**src/rtl/csr_access_unit.sv**
```systemverilog
// csr_access_unit: Zicsr read-modify-write sequencer with trap/mret redirect.
// Define CSR_ACCESS_TIMEOUT_EN to add a 4-bit watchdog on WRITE/TRAP_WAIT.
module csr_access_unit (
  input  logic        clk,
  input  logic        reset,
  input  logic        req_valid,
  output logic        req_ready,
  input  logic [1:0]  req_op,
  input  logic [11:0] req_addr,
  input  logic [63:0] req_src,
  input  logic        req_src_zero,
  output logic        csr_ren,
  output logic [11:0] csr_raddr,
  input  logic [63:0] csr_rdata,
  output logic        csr_wen,
  output logic [11:0] csr_waddr,
  output logic [63:0] csr_wdata,
  input  logic        csr_ready,
  output logic        resp_valid,
  input  logic        resp_ready,
  output logic [63:0] resp_rdata,
  output logic        resp_err,
  input  logic        trap_req,
  input  logic        mret_req,
  input  logic [63:0] mtvec_in,
  input  logic [63:0] mepc_in,
  output logic        redirect_valid,
  output logic [63:0] redirect_pc,
  input  logic        flush
);
  typedef enum logic [2:0] {IDLE, READ, WRITE, RESP, TRAP_WAIT, REDIRECT} state_t;
  state_t state, state_n;
  logic [1:0]  op;
  logic [11:0] addr;
  logic [63:0] src, old, new_val;
  logic        src_zero, is_mret, skip, timeout, waiting;
  assign new_val = op == 2'd1 ? (old | src) : op == 2'd2 ? (old & ~src) : src;
  assign skip    = (op == 2'd1 || op == 2'd2) && src_zero;
  assign waiting = state == WRITE || state == TRAP_WAIT;
`ifdef CSR_ACCESS_TIMEOUT_EN
  logic [3:0] cnt;
  logic       err;
  // Exit on the cycle the count would reach 15, giving exactly 15 stalled cycles.
  assign timeout = waiting && !csr_ready && cnt == 4'd14;
  always_ff @(posedge clk)
    if (reset) begin
      cnt <= 4'd0;
      err <= 1'b0;
    end else begin
      if ((state_n == WRITE || state_n == TRAP_WAIT) && state_n != state) cnt <= 4'd0;
      else if (waiting && !csr_ready) cnt <= cnt + 4'd1;
      if (state == WRITE && timeout) err <= 1'b1;
      else if (state == RESP && (resp_ready || flush)) err <= 1'b0;
    end
  assign resp_err = resp_valid && err;
`else
  assign timeout  = 1'b0;
  assign resp_err = 1'b0;
`endif
  always_comb begin
    state_n = state;
    case (state)
      IDLE:      state_n = (trap_req || mret_req) ? TRAP_WAIT : req_valid ? READ : IDLE;
      READ:      state_n = flush ? IDLE : skip ? RESP : WRITE;
      WRITE:     state_n = (csr_ready || timeout) ? RESP : WRITE;
      RESP:      state_n = (flush || resp_ready) ? IDLE : RESP;
      TRAP_WAIT: state_n = (csr_ready || timeout) ? REDIRECT : TRAP_WAIT;
      default:   state_n = IDLE;
    endcase
  end
  always_ff @(posedge clk)
    if (reset) begin
      state    <= IDLE;
      op       <= 2'd0;
      addr     <= 12'd0;
      src      <= 64'd0;
      src_zero <= 1'b0;
      old      <= 64'd0;
      is_mret  <= 1'b0;
    end else begin
      state <= state_n;
      if (state == IDLE && (trap_req || mret_req)) is_mret <= !trap_req;
      else if (state == IDLE && req_valid) begin
        op       <= req_op;
        addr     <= req_addr;
        src      <= req_src;
        src_zero <= req_src_zero;
      end
      if (state == READ) old <= csr_rdata;
    end
  assign req_ready      = !reset && state == IDLE && !trap_req && !mret_req;
  assign csr_ren        = !reset && state == READ;
  assign csr_raddr      = csr_ren ? addr : 12'd0;
  assign csr_wen        = !reset && state == WRITE;
  assign csr_waddr      = csr_wen ? addr : 12'd0;
  assign csr_wdata      = csr_wen ? new_val : 64'd0;
  assign resp_valid     = !reset && state == RESP;
  assign resp_rdata     = resp_valid ? old : 64'd0;
  assign redirect_valid = !reset && state == REDIRECT;
  assign redirect_pc    = !redirect_valid ? 64'd0 : is_mret ? mepc_in : (mtvec_in & ~64'd3);
endmodule

```
**config.mk**
```make
export PLATFORM = sky130hd
export DESIGN_NAME = csr_access_unit
export DESIGN_NICKNAME = d
export VERILOG_FILES = /design/src/rtl/csr_access_unit.sv
export SDC_FILE = /design/constraint.sdc
export NUM_CORES = 1
export LEC_CHECK = 0
export BUFFER_PORTS_ARGS = -buffer_cell sky130_fd_sc_hd__buf_2
export CORE_AREA = 4 4 193 195
export DETAILED_ROUTE_END_ITERATION = 10
export DIE_AREA = 0 0 197 199
export HOLD_SLACK_MARGIN = 0.03
export SETUP_SLACK_MARGIN = 0.15
export SLEW_MARGIN = 20
export SYNTH_ARGS = -nofsm -noshare
export SYNTH_HDL_FRONTEND = slang
export SYNTH_SLANG_ARGS = --single-unit
export TNS_END_PERCENT = 100
```
**constraint.sdc**
```tcl
create_clock -name clk -period 2.6 [get_ports clk]
set_clock_uncertainty 0.1 [all_clocks]
set_input_delay 0.78 -clock clk [delete_from_list [all_inputs] [get_ports clk]]
set_output_delay 0.78 -clock clk [all_outputs]
set_load 0.02 [all_outputs]
```
==> impl_results.md <==
- Status: finished, violations left
- Failing checks: setup timing
- Post-placement cell area: 12,300 um^2
- Worst slack, placed: -0.191 ns
- Post-route insts no fill: 2,130
- Hpwl dp: 28.9 mm
- Hold_ws: 0.377 ns
- Ys async rst share: 0%
- Largest net degree at the start of global routing: 94
- Syn-to-layout area delta: 97.9%
- Top cell type's share of synthesized area: 35.8%
- Critical Path Start: reset
- Max_slew headroom: 29.5%
- Synth cell types: 35
- Sequential area share after synthesis: 35.8%
- CP endpoint kind: output pin
- CTS max path bufs: 2
- CTS Hold Bufs: 0
- Reg clk slew, reported paths: 0.07 ns
- Worst-margin pin slew: 1.06 ns
- Gr ovfl total: 0
- GP Congestion: 0.886
- Placed cells: 2,027
- CP max FO: 8
- Slew Viols, Final: 0
- Fmax: 0.355 GHz
- Post-synthesis compound-gate area fraction: 18.1%
- Mux contribution to synthesized area: 7.55%
- Peak supply drop: 0.000335 V
- Xor and xnor area share after synthesis: 0%
- Yosys warns: 0
- CTS buffer count: 17
- Starting Density: 23.2%
- CP Class: in -> out
- Vias in the first global route: 10,900
- PwrDens: 387 nW/um^2
- Synth Flop Type: dfxtp_1
- Max-Cap Viols: 0
- Unrepaired setup endpoints after global routing: true
- Synthesized flop and latch total: 147
- Hold_sp: old[19]
- Final TNS setup: -30.54 ns
- Post-Syn Nets: 1,415
- Combinational family with the most area after synthesis: simple AND/OR/NAND/NOR gates
- DRT antenna net count: 0
- Simple-gate share of the synthesized area: 31.1%
- Leakage: 0.00613 uW
- WP data arrival: 1.94 ns
- Die H: 199 um
- CTS tree: done
- CTS root buf: clkbuf_16
- Initial DRC count: 579
- Synth Area in Adders: 0.304%
- Final Hold Viols: 0
- Antenna violations before repair: 8
- Worst hold path type: reg -> reg
- Die width: 197 um
- Overall via count from detail_route: 10,500
- Startpoint types: input pin
- H-tree Lvls: 4
- Setup-failing EPs final: 217
- Synth Cell Area: 8220 um^2
- Top post-synthesis cells by area: dfxtp_1, a21oi_1, nand2_1, mux2i_1, and2_1
- Post-synth EDFFs: 0
- Final Cell Area: 16,300 um^2
- Critical Path RT: 1.72 ns
- Sink count of the clock tree: 147
- # IOs: 501
- Core Region: 35,400 um^2
- DRT Pass-1 Iters: 5
- Nets: 1,932
- First-pass GRT wire length: 63.9 mm
- Row count: 69
- Final WL: 43.7 mm
- Die area: 39,200 um^2
- Setup WS post-layout: -0.217 ns
- Minimum clock period: 2.82 ns
- Worst R2R Start: state[2]
- Worst skew pair latency: 0.43 ns
- Final Cycle Share: 108%
- Cells after Synth: 1,134
- DRC viols: 0
- Mean Syn Cell Area: 7.25 um^2
- Share of cells above drive strength 1: 55.0%
- Vias per std cell: 4.94
- Dominant cell type by area after synthesis: dfxtp_1
- Overall Global Routing Usage: 21.1%
- Average routed wire per standard cell: 20.5 um
- PortBufs: 497
## metrics by stage
step | utilization (%) | total power (uW)
detailed placement | 34.8 | 3470
global placement | 34.8 | 3460
finish | 46.0 | 6300
floorplan | - | 3040
global route | 46.0 | 6540
CTS | 44.9 | 6310
## cells by family (layout without fill, tap and decap cells)
logic type,count (synthesis),count (layout)
mux,62,62
other cells,1,6
compound gates,294,294
simple gates,511,511
fa+ha+maj,2,2
buf+inv,117,647
flops,147,147
## worst max-delay path: stages
cell and delay [ns]:
buf_12 0.11, nor2_4 0.09, buf_6 0.10, nand3b_1 0.12
buf_6 0.16, buf_6 0.13, clkbuf_16 0.18, a21oi_4 0.13
buf_6 0.13
## per-layer routing
metal	up-vias	routed length (um)	global-route usage (%)
met4	4	1640	8.53
li1	4900	-	-
met2	472	23300	38.8
met3	87	2520	3.07
met1	5053	16300	24.5
met5	-	21	0
## where the power goes
part | internal (uW) | total [uW] | switching (uW)
clock network | 1370 | 2560 | 1190
registers | 2330 | 2400 | 71.7
logic | 580 | 1340 | 762
## cells in the mapped netlist, types with 2 or more instances
| master | count |
|---|---|
| buf_1 | 10 |
| nor2b_1 | 2 |
| buf_6 | 11 |
| nor3b_1 | 4 |
| buf_2 | 28 |
| o21ai_0 | 71 |
| clkbuf_1 | 56 |
| nand3b_1 | 65 |
| inv_1 | 4 |
| mux2i_1 | 62 |
| dfxtp_1 | 147 |
| o21ai_1 | 10 |
| a21oi_1 | 208 |
| nor4_1 | 2 |
| buf_4 | 7 |
| nand2_1 | 193 |
| or3b_1 | 2 |
| and3_1 | 3 |
| ha_1 | 2 |
| and2_1 | 88 |
| nand2b_1 | 2 |
| nor2_1 | 65 |
| nand3_1 | 80 |
## cells in the final DEF, fill, tap and decap left out, types with 5 or more instances in the layout
cell / count
inv_6: 6
buf_2: 278
buf_8: 15
diode_2: 5
clkbuf_16: 22
a21oi_1: 144
o21ai_1: 10
buf_16: 22
buf_12: 31
nand3b_1: 65
a21oi_4: 60
mux2i_2: 28
and2_4: 88
nor2_4: 64
buf_6: 234
buf_4: 25
nand2_1: 193
nand3_1: 79
o21ai_0: 71
dfxtp_4: 5
dfxtp_1: 141
mux2i_1: 32
## flip-flops by register name, indices dropped and copies added, names as in the netlist
name,cells
addr,12
src,64
src_zero,1
is_mret,1
state,3
op,2
old,64
## final timing paths
kind / endpoint / slack [ns] / cells past startpoint
setup / recovery: csr_wdata[12] / -0.22 / 9
hold / removal: old[19] / 0.38 / 2
setup reg to reg: old[37] / 0.59 / 6
hold reg to reg: old[19] / 0.38 / 2
## final cells by class
type | count | area [um^2]
fillers | 3325 | 19100
well taps | 461 | 577
inverters | 4 | 33.8
repair buffers | 611 | 5800
clock buffers | 17 | 425
diodes | 5 | 12.5
flip-flops and latches | 147 | 2960
clock inverters | 15 | 160
multi-input cells | 870 | 6300
## timing repair
action / 4_1_cts / 5_1_grt
setup buffers: 32 / 8
gates cloned: 22 / 4
resized for setup: 649 / 59
pin swaps: 105 / 24
setup endpoints to repair: 221 / 221
No activity file was read; power rests on OpenSTA's default activity.
